--- src/rtl/core_task_dispatcher.sv ---
// Round-robin dispatcher: one-cycle accept-to-present latency, holds the task until the target core acks; task_ready low while dispatching or all busy.
// Optional per-core busy watchdog enabled by defining CORE_DISPATCH_TIMEOUT_EN.
module core_task_dispatcher #(
  parameter int NUM_CORES      = 4,
  parameter int ID_W           = 2,
  parameter int DATA_W         = 32,
  parameter int TIMEOUT_CYCLES = 1024
) (
  input  logic                 clk,
  input  logic                 reset,
  input  logic                 task_valid,
  input  logic [DATA_W-1:0]    task_data,
  output logic                 task_ready,
  output logic                 disp_valid,
  output logic [ID_W-1:0]      disp_core_id,
  output logic [DATA_W-1:0]    disp_data,
  input  logic [NUM_CORES-1:0] disp_ack,
  input  logic [NUM_CORES-1:0] done,
  output logic [NUM_CORES-1:0] busy_mask,
  output logic                 all_busy,
  output logic [NUM_CORES-1:0] timeout_err
);

  localparam int CW = ID_W + 1;

  typedef enum logic {IDLE, DISPATCH} state_t;

  state_t               state, state_nxt;
  logic [ID_W-1:0]      last_id;
  logic [ID_W-1:0]      sel;
  logic [CW-1:0]        cand;
  logic                 found;
  logic                 accept;
  logic                 ack_hit;
  logic [NUM_CORES-1:0] free;
  logic [NUM_CORES-1:0] expire;
  logic [NUM_CORES-1:0] busy_nxt;

  assign free       = ~busy_mask;
  assign task_ready = (state == IDLE) && (free != '0);
  assign all_busy   = &busy_mask;

  // Scan starts one past the last grant, so last_id is the final candidate.
  always_comb begin
    sel   = '0;
    found = 1'b0;
    cand  = '0;
    for (int k = 1; k <= NUM_CORES; k++) begin
      cand = {1'b0, last_id} + CW'(k);
      if (cand >= CW'(NUM_CORES)) cand = cand - CW'(NUM_CORES);
      if (!found && free[cand[ID_W-1:0]]) begin
        sel   = cand[ID_W-1:0];
        found = 1'b1;
      end
    end
  end

  always_ff @(posedge clk) begin
    if (reset) state <= IDLE;
    else       state <= state_nxt;
  end

  always_comb begin
    state_nxt = state;
    accept    = 1'b0;
    ack_hit   = 1'b0;
    case (state)
      IDLE: begin
        if (task_valid && task_ready) begin
          accept    = 1'b1;
          state_nxt = DISPATCH;
        end
      end
      DISPATCH: begin
        if (disp_ack[disp_core_id]) begin
          ack_hit   = 1'b1;
          state_nxt = IDLE;
        end
      end
      default: state_nxt = IDLE;
    endcase
  end

  // Set after clear: an ack landing with done for the same core leaves it busy.
  always_comb begin
    busy_nxt = busy_mask & ~done & ~expire;
    if (ack_hit) busy_nxt[disp_core_id] = 1'b1;
  end

  always_ff @(posedge clk) begin
    if (reset) begin
      disp_valid   <= 1'b0;
      disp_core_id <= '0;
      disp_data    <= '0;
      last_id      <= ID_W'(NUM_CORES - 1);
      busy_mask    <= '0;
    end else begin
      busy_mask <= busy_nxt;
      if (accept) begin
        disp_valid   <= 1'b1;
        disp_core_id <= sel;
        disp_data    <= task_data;
      end
      if (ack_hit) begin
        disp_valid <= 1'b0;
        last_id    <= disp_core_id;
      end
    end
  end

`ifdef CORE_DISPATCH_TIMEOUT_EN
  localparam int CNT_W = $clog2(TIMEOUT_CYCLES + 1);

  logic [CNT_W-1:0]     cnt [NUM_CORES];
  logic [NUM_CORES-1:0] timeout_q;

  // A done in the expiry cycle wins and suppresses the error pulse.
  always_comb begin
    expire = '0;
    for (int i = 0; i < NUM_CORES; i++)
      expire[i] = busy_mask[i] && (cnt[i] == CNT_W'(TIMEOUT_CYCLES - 1)) && !done[i];
  end

  always_ff @(posedge clk) begin
    if (reset) begin
      timeout_q <= '0;
      for (int i = 0; i < NUM_CORES; i++) cnt[i] <= '0;
    end else begin
      timeout_q <= expire;
      for (int i = 0; i < NUM_CORES; i++) begin
        if (ack_hit && (disp_core_id == ID_W'(i))) cnt[i] <= '0;
        else if (busy_mask[i])                     cnt[i] <= cnt[i] + 1'b1;
      end
    end
  end

  assign timeout_err = timeout_q;
`else
  assign expire      = '0;
  assign timeout_err = '0;
`endif

endmodule

--- config.mk ---
export PLATFORM = sky130hd
export DESIGN_NAME = core_task_dispatcher
export DESIGN_NICKNAME = d
export VERILOG_FILES = /design/src/rtl/core_task_dispatcher.sv
export SDC_FILE = /design/constraint.sdc
export NUM_CORES = 1
export LEC_CHECK = 0
export CAP_MARGIN = 0
export CORE_UTILIZATION = 43
export DETAILED_ROUTE_END_ITERATION = 10
export GPL_TIMING_DRIVEN = 1
export HOLD_SLACK_MARGIN = 0.15
export PLACE_DENSITY_LB_ADDON = 0.12
export SLEW_MARGIN = 20
export SYNTH_ARGS = -nofsm -noshare
export SYNTH_HDL_FRONTEND = slang
export SYNTH_SLANG_ARGS = --single-unit
export TNS_END_PERCENT = 100
--- constraint.sdc ---
create_clock -name clk -period 3.1 [get_ports clk]
set_input_delay 0.31 -clock clk [delete_from_list [all_inputs] [get_ports clk]]
set_output_delay 0.31 -clock clk [all_outputs]
set_load 0.02 [all_outputs]
# --- Word-level counts from Yosys, hierarchy flattened ---
# Cells that the tools add are included.
word_totals:
  ff_bits: 42
  latch_bits: 0
  ram_bits: 0
  rom_bits: 0
  input_bits: 43
  memories: 0
op_classes:
  add_sub_neg: 8
  mul: 0
  div: 0
  order_cmp: 10
  eq_ne: 0
  n_shift: 0
  mux: 30
  bitwise: 5
  reduce_logical: 12
op_table:
  columns: ["op", "count"]
  rows:
  - ["$mux 2", 8]
  - ["$lt 2x3->1 const B", 5]
  - ["$mux 1", 14]
  - ["$ge 3x3->1 const B", 4]
  - ["$bmux 1 s2", 5]
  - ["$not 4->4", 2]
  - ["$sub 2x1->2 const B", 4]
  - ["$add 2x2->3 const B", 2]
  - ["$logic_and 1x1->1", 6]
  - ["$and 4x4->4", 1]
  - ["$mux 4", 1]
  - ["$or 4x4->4", 1]
  - ["$reduce_and 4->1", 1]
  - ["$reduce_bool 4->1", 1]
  - ["$add 2x1->3 const B", 1]
  - ["$add 2x3->3 const B", 1]
  - ["$logic_not 1->1", 3]
  - ["$demux 1 s2", 1]
  - ["$ge 2x1->1 const B", 1]
  - ["$pmux 1 s2", 1]
  - ["$reduce_or 2->1", 1]
  - ["$not 1->1", 1]

# --- Longest topological paths before layout ---
logic_depth:
  depth_word: 15
  ltp_mapped: 8

# --- Worst setup path after synthesis ---
# OpenSTA, ideal clock, no wires.
synth_path:
  path_type: "flip-flop to flip-flop"
  start: "register busy_mask[1]"
  end: "register disp_data[10]"
  t_arrival_ns: 1.544
  required_ns: 2.968
  path_slack_ns: 1.424
  stages_incl_launch_ff: 9
  synth_period_minus_slack_ns: 1.676
  cell_sequence: "dfxtp_1 buf_4 and4_4 buf_6 or3b_1 buf_6 buf_6 nand2_1 a21oi_1"
synth_between:
  elab_chain_len: 6
synth_rtl:
  columns: ["item", "line", "text"]
  rows:
  - ["start: declaration", "19", "output logic [NUM_CORES-1:0] busy_mask,"]
  - ["start signal: assignment", "98", "busy_mask <= busy_nxt;"]
  - ["$not 4->4", "39", "assign free = ~busy_mask;"]
  - ["$reduce_bool 4->1", "40", "assign task_ready = (state == IDLE) && (free != '0);"]
  - ["$logic_and 1x1->1", "40", null]
  - ["$logic_and 1x1->1", "69", "if (task_valid && task_ready) begin"]
  - ["$mux 1", "69", null]
  - ["$mux 1", "67", "case (state)"]
  - ["end signal: assignment", "102", "disp_data <= task_data;"]
  - ["end: declaration", "16", "output logic [DATA_W-1:0] disp_data,"]
# Every way passes these cells.
# A chain may end at the register's enable or synchronous reset.

# --- Worst setup path in the final report ---
layout_path:
  start: "register busy_mask[3]"
  end: "output all_busy"
layout_between:
  elab_chain_len: 1
layout_rtl:
  columns: ["item", "line", "text"]
  rows:
  - ["$reduce_and 4->1", "41", "assign all_busy = &busy_mask;"]
  - ["end: declaration", "20", "output logic all_busy,"]
# Every way passes these cells.

==> impl_metrics.toml <==
[pwr]
p_sw_uw = 317
power_frac_seq_pct = 50.3
netSwitchingFraction_pct = 26.5
intPower_uw = 880
comb_power_share_pct = 21.3
peakVddDrop_mv = 0.216
clockPowerShare_pct = 28.4
p_per_area_nw_per_um2 = 463
leakagePower_uw = 0.000959

[global_routing]
grt_pass1_wl_um = 6660
antenna_found_initial = 0
grt_pass1_vias = 1493
grt_max_degree = 34
globalRouteOverflowTotal = 0
grt_usage_pct = 20.4

[floorplanning]
fp.coreArea_um2 = 3770
num_rows = 22
fp.dieH_um = 65.7
die_area_um2 = 4310
ioPinCount = 88
die_x_um = 65.7
start_util_pct = 46.2

[layout]
seqCellArea_um2 = 841
multi_input_area_um2 = 721
fill_cells = 340
post-route-util_pct = 68.5
synthToLayoutAreaGrowth_pct = 48.2
drive_above_1_share_pct = 4.86
diodes = 0
nNetsFinal = 332

[sta]
slew_violations = 0
fin_setup_tns_ns = 0
hold_violations = 0
tightest_slew_ns = 0.964
timing.final.crit_share_pct = 66.4
slew_headroom_pct = 35.5
setup_ws_ns = 1.04
rsz0062_at_grt = "false"
fin_skew_ns = 0.00328
setup_viol = 0
period_minus_slack_ns = 2.06
fmax_mhz = 486

[clock_tree]
clockBufferDepth = 2
cts_inserted_buffers = 5
cts_hold_buf = 0
h-tree-depth = 2
cts_resized = 0
post_cts_buffers = 0
cts_tree = "yes"
clkTransAtPathRegs_ns = 0.07
insertion_delay_ns = 0.29
clock_sinks = 42
clockRootBuffer = "clkbuf_8"

[drt]
drtIter0Drc = 65
drcViolationCount = 0
via_per_inst = 4.87
dr.pass1.iters = 4
final_antenna_net_count = 0
wl_um = 4040
post_drt_wl_per_cell_um = 12.0
via_count = 1637

[synth]
syn_inst = 215
synth_cell_types = 29
synth_area_um2 = 1740
yosysWarnings = 0
synth_seq_cells = 42
yosysSeqAreaShare_pct = 48.2
avgSynthCellArea_um2 = 8.11

[place]
pre_cts_ws_ns = 0.923
gp_congestion = 0.696
place_hpwl_um = 2760
port_buffers = 83

[worst_hold_path]
min_path_type = "reg -> reg"
hold_depth = 2

[critical_path]
worstPathRequired_ns = 2.79
start_kind = "flop"
cp-end-kind = "primary output"
rr_worst_depth = 4
crit_arrival_ns = 1.75
crit_type = "reg -> out"
path_max_fanout = 10

[status]
outcome = "completed"

[run]
maxCapViolCount = 0
[power groups by stage]
stage / clock (uW) / combinational (uW) / sequential (uW)
2_1_floorplan: 0 / 113 / 639
3_3_place_gp: 0 / 255 / 612
3_5_place_dp: 0 / 255 / 613
4_1_cts: 351 / 257 / 601
5_1_grt: 370 / 278 / 606
6_report: 340 / 255 / 601
[metrics by stage]
step           hold slack, ns  cell area (um^2)  std cells  power [uW]
2_1_floorplan           0.446              1750        218         752
3_3_place_gp            0.441              2500        330         867
3_5_place_dp            0.446              2500        330         868
4_1_cts                 0.455              2580        336        1210
5_1_grt                 0.474              2580        336        1250
6_report                0.454              2580        336        1200
[flip-flops by register name, summed over array words and instances (netlist names)]
register and cells:
busy_mask 4, disp_data 32, disp_core_id 2, disp_valid 1, state 1, last_id 2
[synthesized netlist by cell type]
master	number	area share (%)
o21ai_0	1	0.29
nand4_1	2	0.72
mux4_2	1	1.3
nor3_1	1	0.29
nand3b_1	1	0.43
or3b_1	1	0.50
buf_1	1	0.22
nand3_1	1	0.29
nor2_1	10	2.2
nor3b_4	1	1.1
nand2b_1	3	1.1
clkbuf_1	7	1.5
dfxtp_1	42	48
a211o_1	1	0.50
nand2_1	69	15
buf_6	9	5.8
nor2b_1	2	0.72
o22ai_1	2	0.72
buf_4	5	2.2
and4_4	1	0.65
a32oi_1	2	1.0
inv_1	5	1.1
o221ai_1	2	1.0
a31oi_1	1	0.36
conb_1	1	0.22
a211oi_1	2	0.86
a21oi_1	39	11
a311oi_1	1	0.50
buf_2	1	0.29
[final cells by class]
class / instances / share of cell area [%]
timing repair buffer: 87 / 33.3
multi-input combinational: 148 / 27.9
clock buffer: 6 / 3.20
inverter: 5 / 0.726
sequential: 42 / 32.5
tap: 48 / 2.32
[layout by cell type (no fill, tap or decap)]
cell	instances
nor3b_4	1
nor2_1	10
clkbuf_8	6
a211o_1	1
nor3_1	1
dfxtp_1	42
inv_1	5
and4_4	1
a21oi_1	39
nor2b_1	2
a32oi_1	2
nand2b_1	3
clkdlybuf4s50_1	83
buf_4	4
a211oi_1	2
a311oi_1	1
conb_1	4
mux4_2	1
or3b_2	1
nand3b_1	1
a31oi_1	1
o21ai_0	1
o221ai_1	2
nand3_1	1
nand4_1	2
nand2_1	69
o22ai_1	2
[worst max-delay path, stage by stage (launching register included)]
cell and delay (ns):
dfxtp_1 0.52, and4_4 0.32, clkdlybuf4s50_1 0.62
[final timing paths]
kind / start / slack [ns] / endpoint
setup reg to reg: busy_mask[3] / 1.21 / disp_core_id[0]
hold reg to reg: disp_data[14] / 0.45 / disp_data[14]
hold / removal: disp_data[14] / 0.45 / disp_data[14]
setup / recovery: busy_mask[3] / 1.04 / all_busy
[cells by family (layout without fill, tap and decap cells)]
family          after synthesis  count (layout)  share of synthesized area (%)
flops                        42              42                           48.2
other cells                   1               4                          0.215
buf+inv                      28              98                           11.1
mux                           1               1                           1.29
simple gates                 92              92                           22.8
compound gates               51              51                           16.4
[routing by layer]
metal | vias up | global-route usage, % | wire length [um]
met4 | 0 | 7.34 | 58
li1 | 848 | - | -
met5 | - | 0 | 0
met1 | 728 | 25.0 | 1880
met2 | 55 | 32.9 | 1780
met3 | 6 | 6.77 | 317
Note: power is estimated with default switching activity, not from simulation.
